### config.mk
export PLATFORM = sky130hd
export DESIGN_NAME = wb_regfile_writeback_flat
export DESIGN_NICKNAME = d
export VERILOG_FILES = /design/src/rtl/wb_regfile_writeback_if.sv /design/src/rtl/wb_regfile_writeback.sv /design/src/flat_wrapper.sv
export SDC_FILE = /design/constraint.sdc
export NUM_CORES = 2
export LEC_CHECK = 0
export CORE_MARGIN = 2
export CORE_UTILIZATION = 61
export DETAILED_ROUTE_END_ITERATION = 8
export HOLD_SLACK_MARGIN = 0.12
export PLACE_DENSITY = 0.78
export SYNTH_ARGS = -nofsm -noshare
export SYNTH_HDL_FRONTEND = slang
export SYNTH_SLANG_ARGS = --single-unit
### constraint.sdc
create_clock -name Clk -period 2.9 [get_ports Clk]
set_input_delay 0.29 -clock Clk [delete_from_list [all_inputs] [get_ports Clk]]
set_output_delay 0.29 -clock Clk [all_outputs]
set_load 0.02 [all_outputs]
### src/rtl/wb_regfile_writeback_if.sv
// MEM/WB -> write-back bus: write-back sources and destination in, ID read ports
// and forwarding/debug observation out.
interface wb_regfile_writeback_if;
  logic        WB_RegWrite;
  logic [1:0]  WB_MemToReg;
  logic        WB_halfbyte;
  logic [31:0] WB_Read;
  logic [31:0] WB_ALUResult;
  logic [31:0] WB_PCAddResult;
  logic [4:0]  WB_RegDst;
  logic [4:0]  ReadReg1;
  logic [4:0]  ReadReg2;
  logic [31:0] ReadData1;
  logic [31:0] ReadData2;
  logic [31:0] WriteData;
  logic [4:0]  DbgLastDst;
  logic [31:0] DbgLastData;
  logic [15:0] WriteCount;

  modport master (
    output WB_RegWrite, WB_MemToReg, WB_halfbyte, WB_Read, WB_ALUResult,
           WB_PCAddResult, WB_RegDst, ReadReg1, ReadReg2,
    input  ReadData1, ReadData2, WriteData, DbgLastDst, DbgLastData, WriteCount
  );

  modport slave (
    input  WB_RegWrite, WB_MemToReg, WB_halfbyte, WB_Read, WB_ALUResult,
           WB_PCAddResult, WB_RegDst, ReadReg1, ReadReg2,
    output ReadData1, ReadData2, WriteData, DbgLastDst, DbgLastData, WriteCount
  );
endinterface

### src/rtl/wb_regfile_writeback.sv
// Write-back source select plus the 32x32 architectural register file.
// Optional macro WB_BYPASS_EN: same-cycle write-to-read bypass on both read ports.
module wb_regfile_writeback (
  input logic                   Clk,
  input logic                   Reset,
  wb_regfile_writeback_if.slave bus
);

  logic [31:0] regs_q [32];
  logic [31:0] writeData;
  logic        commit;
  logic [4:0]  lastDst_q, lastDst_d;
  logic [31:0] lastData_q, lastData_d;
  logic [15:0] writeCount_q, writeCount_d;
  logic [31:0] readData1, readData2;

  always_comb begin
    writeData = bus.WB_ALUResult;
    case (bus.WB_MemToReg)
      2'b01:   writeData = bus.WB_halfbyte ? {{16{bus.WB_Read[15]}}, bus.WB_Read[15:0]}
                                           : bus.WB_Read;
      2'b10:   writeData = bus.WB_PCAddResult;
      default: writeData = bus.WB_ALUResult;
    endcase
  end

  // Register 0 is hardwired, so writes to it neither commit nor count.
  assign commit = bus.WB_RegWrite && (bus.WB_RegDst != 5'd0) && !Reset;

  always_comb begin
    lastDst_d    = lastDst_q;
    lastData_d   = lastData_q;
    writeCount_d = writeCount_q;
    if (commit) begin
      lastDst_d    = bus.WB_RegDst;
      lastData_d   = writeData;
      writeCount_d = writeCount_q + 16'd1;
    end
  end

  always_ff @(posedge Clk) begin
    if (Reset) begin
      for (int i = 0; i < 32; i++) regs_q[i] <= '0;
      lastDst_q    <= '0;
      lastData_q   <= '0;
      writeCount_q <= '0;
    end else begin
      if (commit) regs_q[bus.WB_RegDst] <= writeData;
      lastDst_q    <= lastDst_d;
      lastData_q   <= lastData_d;
      writeCount_q <= writeCount_d;
    end
  end

  always_comb begin
    readData1 = (bus.ReadReg1 == 5'd0) ? 32'd0 : regs_q[bus.ReadReg1];
    readData2 = (bus.ReadReg2 == 5'd0) ? 32'd0 : regs_q[bus.ReadReg2];
`ifdef WB_BYPASS_EN
    // commit already excludes register 0, so r0 can never be bypassed.
    if (commit && (bus.ReadReg1 == bus.WB_RegDst)) readData1 = writeData;
    if (commit && (bus.ReadReg2 == bus.WB_RegDst)) readData2 = writeData;
`endif
  end

  assign bus.ReadData1   = readData1;
  assign bus.ReadData2   = readData2;
  assign bus.WriteData   = writeData;
  assign bus.DbgLastDst  = lastDst_q;
  assign bus.DbgLastData = lastData_q;
  assign bus.WriteCount  = writeCount_q;

endmodule

### src/flat_wrapper.sv
// flat-port wrapper written by rule: the top's interface ports become plain ports
module wb_regfile_writeback_flat 
  (Clk, Reset, bus_WB_RegWrite, bus_WB_MemToReg, bus_WB_halfbyte, bus_WB_Read, bus_WB_ALUResult, bus_WB_PCAddResult, bus_WB_RegDst, bus_ReadReg1, bus_ReadReg2, bus_ReadData1, bus_ReadData2, bus_WriteData, bus_DbgLastDst, bus_DbgLastData, bus_WriteCount);
  wb_regfile_writeback_if bus_i ();
  input logic Clk;
  input logic Reset;
  input wire logic [$bits(bus_i.WB_RegWrite)-1:0] bus_WB_RegWrite;
  input wire logic [$bits(bus_i.WB_MemToReg)-1:0] bus_WB_MemToReg;
  input wire logic [$bits(bus_i.WB_halfbyte)-1:0] bus_WB_halfbyte;
  input wire logic [$bits(bus_i.WB_Read)-1:0] bus_WB_Read;
  input wire logic [$bits(bus_i.WB_ALUResult)-1:0] bus_WB_ALUResult;
  input wire logic [$bits(bus_i.WB_PCAddResult)-1:0] bus_WB_PCAddResult;
  input wire logic [$bits(bus_i.WB_RegDst)-1:0] bus_WB_RegDst;
  input wire logic [$bits(bus_i.ReadReg1)-1:0] bus_ReadReg1;
  input wire logic [$bits(bus_i.ReadReg2)-1:0] bus_ReadReg2;
  output wire logic [$bits(bus_i.ReadData1)-1:0] bus_ReadData1;
  output wire logic [$bits(bus_i.ReadData2)-1:0] bus_ReadData2;
  output wire logic [$bits(bus_i.WriteData)-1:0] bus_WriteData;
  output wire logic [$bits(bus_i.DbgLastDst)-1:0] bus_DbgLastDst;
  output wire logic [$bits(bus_i.DbgLastData)-1:0] bus_DbgLastData;
  output wire logic [$bits(bus_i.WriteCount)-1:0] bus_WriteCount;
  assign bus_i.WB_RegWrite = bus_WB_RegWrite;
  assign bus_i.WB_MemToReg = bus_WB_MemToReg;
  assign bus_i.WB_halfbyte = bus_WB_halfbyte;
  assign bus_i.WB_Read = bus_WB_Read;
  assign bus_i.WB_ALUResult = bus_WB_ALUResult;
  assign bus_i.WB_PCAddResult = bus_WB_PCAddResult;
  assign bus_i.WB_RegDst = bus_WB_RegDst;
  assign bus_i.ReadReg1 = bus_ReadReg1;
  assign bus_i.ReadReg2 = bus_ReadReg2;
  assign bus_ReadData1 = bus_i.ReadData1;
  assign bus_ReadData2 = bus_i.ReadData2;
  assign bus_WriteData = bus_i.WriteData;
  assign bus_DbgLastDst = bus_i.DbgLastDst;
  assign bus_DbgLastData = bus_i.DbgLastData;
  assign bus_WriteCount = bus_i.WriteCount;
  wb_regfile_writeback u_core (.Clk(Clk), .Reset(Reset), .bus(bus_i));
endmodule
Word-level counts from Yosys, hierarchy flattened
Memory sizes are Yosys's and may differ from the RTL's.
Cells that the tools add are included.
Word-level totals
  bits in registers: 53
  bits in writable memories: 1024
  input bits: 117
  output and inout bits: 149
  logic and storage cells: 26
  memories: 1
Memory list
  u_core.regs_q: words 32, bits a word 32, read ports 2, clocked after Yosys merged registers in 0, wr ports 32, RTL line wb_regfile_writeback.sv:9  | logic [31:0] regs_q [32];
Cells by class
  $add $sub $neg: 1
  equality and inequality tests: 2
  muxes and demuxes: 12
  reductions and logical operators: 7
Operators with widths (count)
  two-way mux 32 bit: 4
  case mux 32 bit (2 select lines): 1
  OR reduction 32 bit: 1
  adder 16 x 1 -> 16 bit (second input constant): 1
  logical NOT 5 bit: 2
  two-way mux 1 bit: 6
  two-way mux 5 bit: 1
  nonzero test 5 bit: 1
  equality test 2 x 1 -> 1 bit (second input constant): 1
  equality test 2 bit (second input constant): 1
  logical AND 1 bit: 2
  logical NOT 1 bit: 1

Depth between registers and ports, before layout
  depth after elaboration: 8
  mapped depth: 9
  mapped depth without buffers: 7

Worst setup path before layout
Ideal clock, no wire load.
  path kind: input-to-reg
  start: in bus_WB_RegDst[2]
  end: mem u_core.regs_q[2][0], enable pin
  library setup time: 394 ps
  arrival: 2153 ps
  setup slack: 353 ps
  cell stages on the path: 6
  path buffers: 3
  cells stage by stage: buf_2 > or3_1 > buf_2 > or3_1 > clkbuf_2 > nand2b_1
RTL lines
  start: declaration: RTL line flat_wrapper.sv:13  | input wire logic [$bits(bus_i.WB_RegDst)-1:0] bus_WB_RegDst;
  end: declaration: RTL line wb_regfile_writeback.sv:9

==> metrics <==
final cell count without fillers=5,767; net switching power=about 10,000 µW; synthesized instance count=around 4,000; global-route wire length before repair=269 mm; violated checks=setup timing; Netlist cell types=54; Min Clock Period, post-route=2940 ps; max capacitance violation total=0; Worst Setup Start Kind=register; Hold Crit Class=in -> reg; synth warn=0; share of flip-flops with an asynchronous set or reset after synthesis=0%; crit path setup slack, layout=-36.8 ps; mean instance size in the synthesized netlist=13.8 µm²; hold path cells=3; leading cell types by total area after synthesis=edfxtp_1 55%, mux4_2 18%, nor2_1 6.9%, mux2i_1 2.6%, dfxtp_1 1.9%; register-to-register setup slack=870 ps; CTS root buf=clkbuf_16; series of cell instances along the critical path=mux2i_1, a221oi_1, o21ai_1, a311oi_2, buf_4; Setup violations, final=3; vias in the first global route=approximately 42,000; count of flip-flops with a built-in enable after synthesis=1,024; die span in x=306 µm; total number of vias=between 40,000 and 50,000; commonest cells after routing, fill and taps aside=1,025 x nor2_1, 1,024 x edfxtp_1, 448 x mux4_2; clock net sink count=1,077; Yosys reg bits=between 1,000 and 1,500; beginning of the worst hold path=bus_WB_RegDst[3]; Internal Power=28,400 µW; Cell Area, Placed=~0.062 mm²; Max Freq=0.341 GHz; die area=0.0934 mm²; fraction of the cycle the final worst path needs=101%; critical register-to-register path startpoint=u_core.bus.WriteCount[0]; maximum buffer depth of the clock tree=3; Crit Path Max Fanout=2; cell with the largest stage delay on the worst path=a311oi_2; Mapped Area=0.0555 mm²; maximum single-stage delay on the critical path=720 ps; wire length reported by the detailed router=184 mm; number of cell rows=110; static power due to leakage=between 0.02 and 0.025 µW; Worst Clk Skew=9.73 ps; initial core utilization=61.6%; endpoints failing hold=0; drc violations=0; number of primary I/O pins=between 200 and 300; critical register-to-register path endpoint=u_core.bus.WriteCount[12]; fill cell instance count of the final layout=5,525; Power per Cell Area=584 mW/mm²; worst setup slack after placement=-268 ps; core area=0.0901 mm²; data required time of the worst path=2610 ps; H-tree level count=3; Clock Power Share=between 30% and 40%; residual antenna-violating net count after detailed routing=0; worst slew margin relative to its limit=34.9%; number of buffers created by CTS=109; Clock Latency Late Sink=710 ps; worst setup path class=reg -> out; post-route cell area=0.0662 mm²; worst reg-to-reg path cell count=5; Logic pwr share=16.5%; share of Yosys cell area claimed by the top area cell type=55.4%; fraction of final layout cells sized beyond drive strength 1=30.0%; area growth from synthesis to final layout=19.3%; most common cell after layout, fill and taps aside=nor2_1; Reg clk slew, reported paths=60 ps; GRT Total Usage=around 39%; fraction of the yosys area taken by sequential cells=between 50% and 60%; Sw Share=26.5%; WP data arrival=2650 ps; IO buf count=265; most used flip-flop cell after synthesis=edfxtp_1; detailed-route vias per instance=7.17; y dimension of the die=306 µm; transition time at the pin with the least slew margin=~1000 ps; count of nets after finishing=between 4,000 and 5,000; clock tree from TritonCTS=built; element type at the critical path end=output pin; pin count of the biggest net entering global routing=71; last weighted congestion value of the routability-driven placer=about 1.0; outcome=finished with violations; cell taking the most area after synthesis=edfxtp_1; number of detailed-route iterations in the first pass=8; Routed wire per std cell=31.9 µm; total grt overflow=0; Hold Path Sink=u_core.bus.DbgLastDst[3]; maximum VDD drop=0.000554 V; count of final max-slew check failures=0; Seq pwr share=47.5%; drt first-iter violations=6,777; initial antenna violation count=6; HPWL after DPL=120 mm; Inst Count DP=5,562
[synthesized netlist by cell type (14+ instances only)]
cell type	number
inv_1	40
buf_6	14
mux4_2	448
o21ai_0	101
a221oi_1	45
o21a_1	17
buf_1	23
a21oi_1	28
buf_2	157
mux2_2	78
a22oi_1	82
nor2b_1	69
clkbuf_1	186
buf_4	51
edfxtp_1	1024
o211ai_1	19
o2111ai_1	19
mux2i_1	145
o21ai_1	17
nand2b_1	50
a211oi_1	64
nand2_1	113
a311oi_1	64
nor2_1	1027
a22o_1	16
dfxtp_1	53
[critical path: cells and delay by family, from the launching register on]
family | cells | cell delay (ps)
flip-flops | 1 | 360
multiplexers | 1 | 70
buffers and inverters | 1 | 260
AO/OA/AOI/OAI | 3 | 1240
[how the worst max path moves through the flow]
stage,startpoint,to,slack [ps],depth (start not counted)
finish,u_core.regs_q[18][20],bus_ReadData1[20],-40,5
global route,u_core.regs_q[11][7],bus_ReadData1[7],-20,6
CTS,u_core.regs_q[1][20],bus_ReadData2[20],0.3,6
detailed placement,bus_ReadReg2[1],bus_ReadData2[30],-270,8
global placement,bus_ReadReg2[1],bus_ReadData2[30],-290,8
floorplan,bus_WB_RegDst[2],u_core.regs_q[2][0],350,6
[layout make-up]
type / instances / area [µm²] / share of cell area, %
diodes: 2 / 5.00 / 0.00756
repair buffers: 766 / 7180 / 10.9
flip-flops and latches: 1077 / 31800 / 48.1
well taps: 1176 / 1470 / 2.22
multi-input cells: 2506 / 22100 / 33.4
clock buffers: 133 / 2880 / 4.35
clock inverters: 67 / 576 / 0.870
inverters: 40 / 150 / 0.227
[power groups by stage]
stage	registers, µW	clock network, µW	logic, µW
2_1_floorplan	18500	0	3440
3_3_place_gp	18500	0	6050
3_5_place_dp	18600	0	6120
4_1_cts	18300	13900	6180
5_1_grt	18400	14500	6530
6_report	18400	13900	6370
[state kept, by name, summed over array words and instances, names as in the netlist]
signal and cells:
u_core.bus.DbgLastData 32, u_core.bus.DbgLastDst 5, u_core.bus.WriteCount 16, u_core.regs_q 1024
[cell families after synthesis]
| kind of cell | Yosys count | share of synthesized area, % |
|---|---|---|
| AND/OR/NAND/NOR | 1303 | 9.66 |
| flip-flops | 1077 | 57.3 |
| multiplexers | 675 | 22.5 |
| AO/OA/AOI/OAI | 489 | 6.32 |
| buffers and inverters | 473 | 4.09 |
| XOR/XNOR | 4 | 0.0631 |
| adder cells (fa/ha/maj) | 3 | 0.0677 |
| other | 1 | 0.00676 |
[stage by stage]
stage	util (%)	setup TNS [ps]	power (µW)	hold WS [ps]
5_1_grt	73.4	-34.0	39400	247
6_report	73.4	-58.4	38700	219
4_1_cts	73.4	0	38400	210
3_5_place_dp	69.2	-5880	24800	447
2_1_floorplan	-	0	21900	426
3_3_place_gp	69.2	-5300	24600	441
[metal layers]
layer	GRT usage [%]	share of wire [%]	wire length [µm]
met5	0	0.016	30
met2	60.6	46	85100
met1	50.4	31	57600
met4	23.8	7.3	13400
met3	11.3	15	27600
[repair_timing]
| item | 4_1_cts | 5_1_grt |
|---|---|---|
| buffers inserted | 3 | 0 |
| pin swaps | 8 | 15 |
| hold endpoints to repair | 6 | 0 |
| endpoints found under the setup margin | 63 | 54 |
| resized for setup | 194 | 99 |
| hold buffers | 1 | 0 |
| gates cloned | 0 | 0 |
Note: power is estimated with default switching activity, not from simulation.
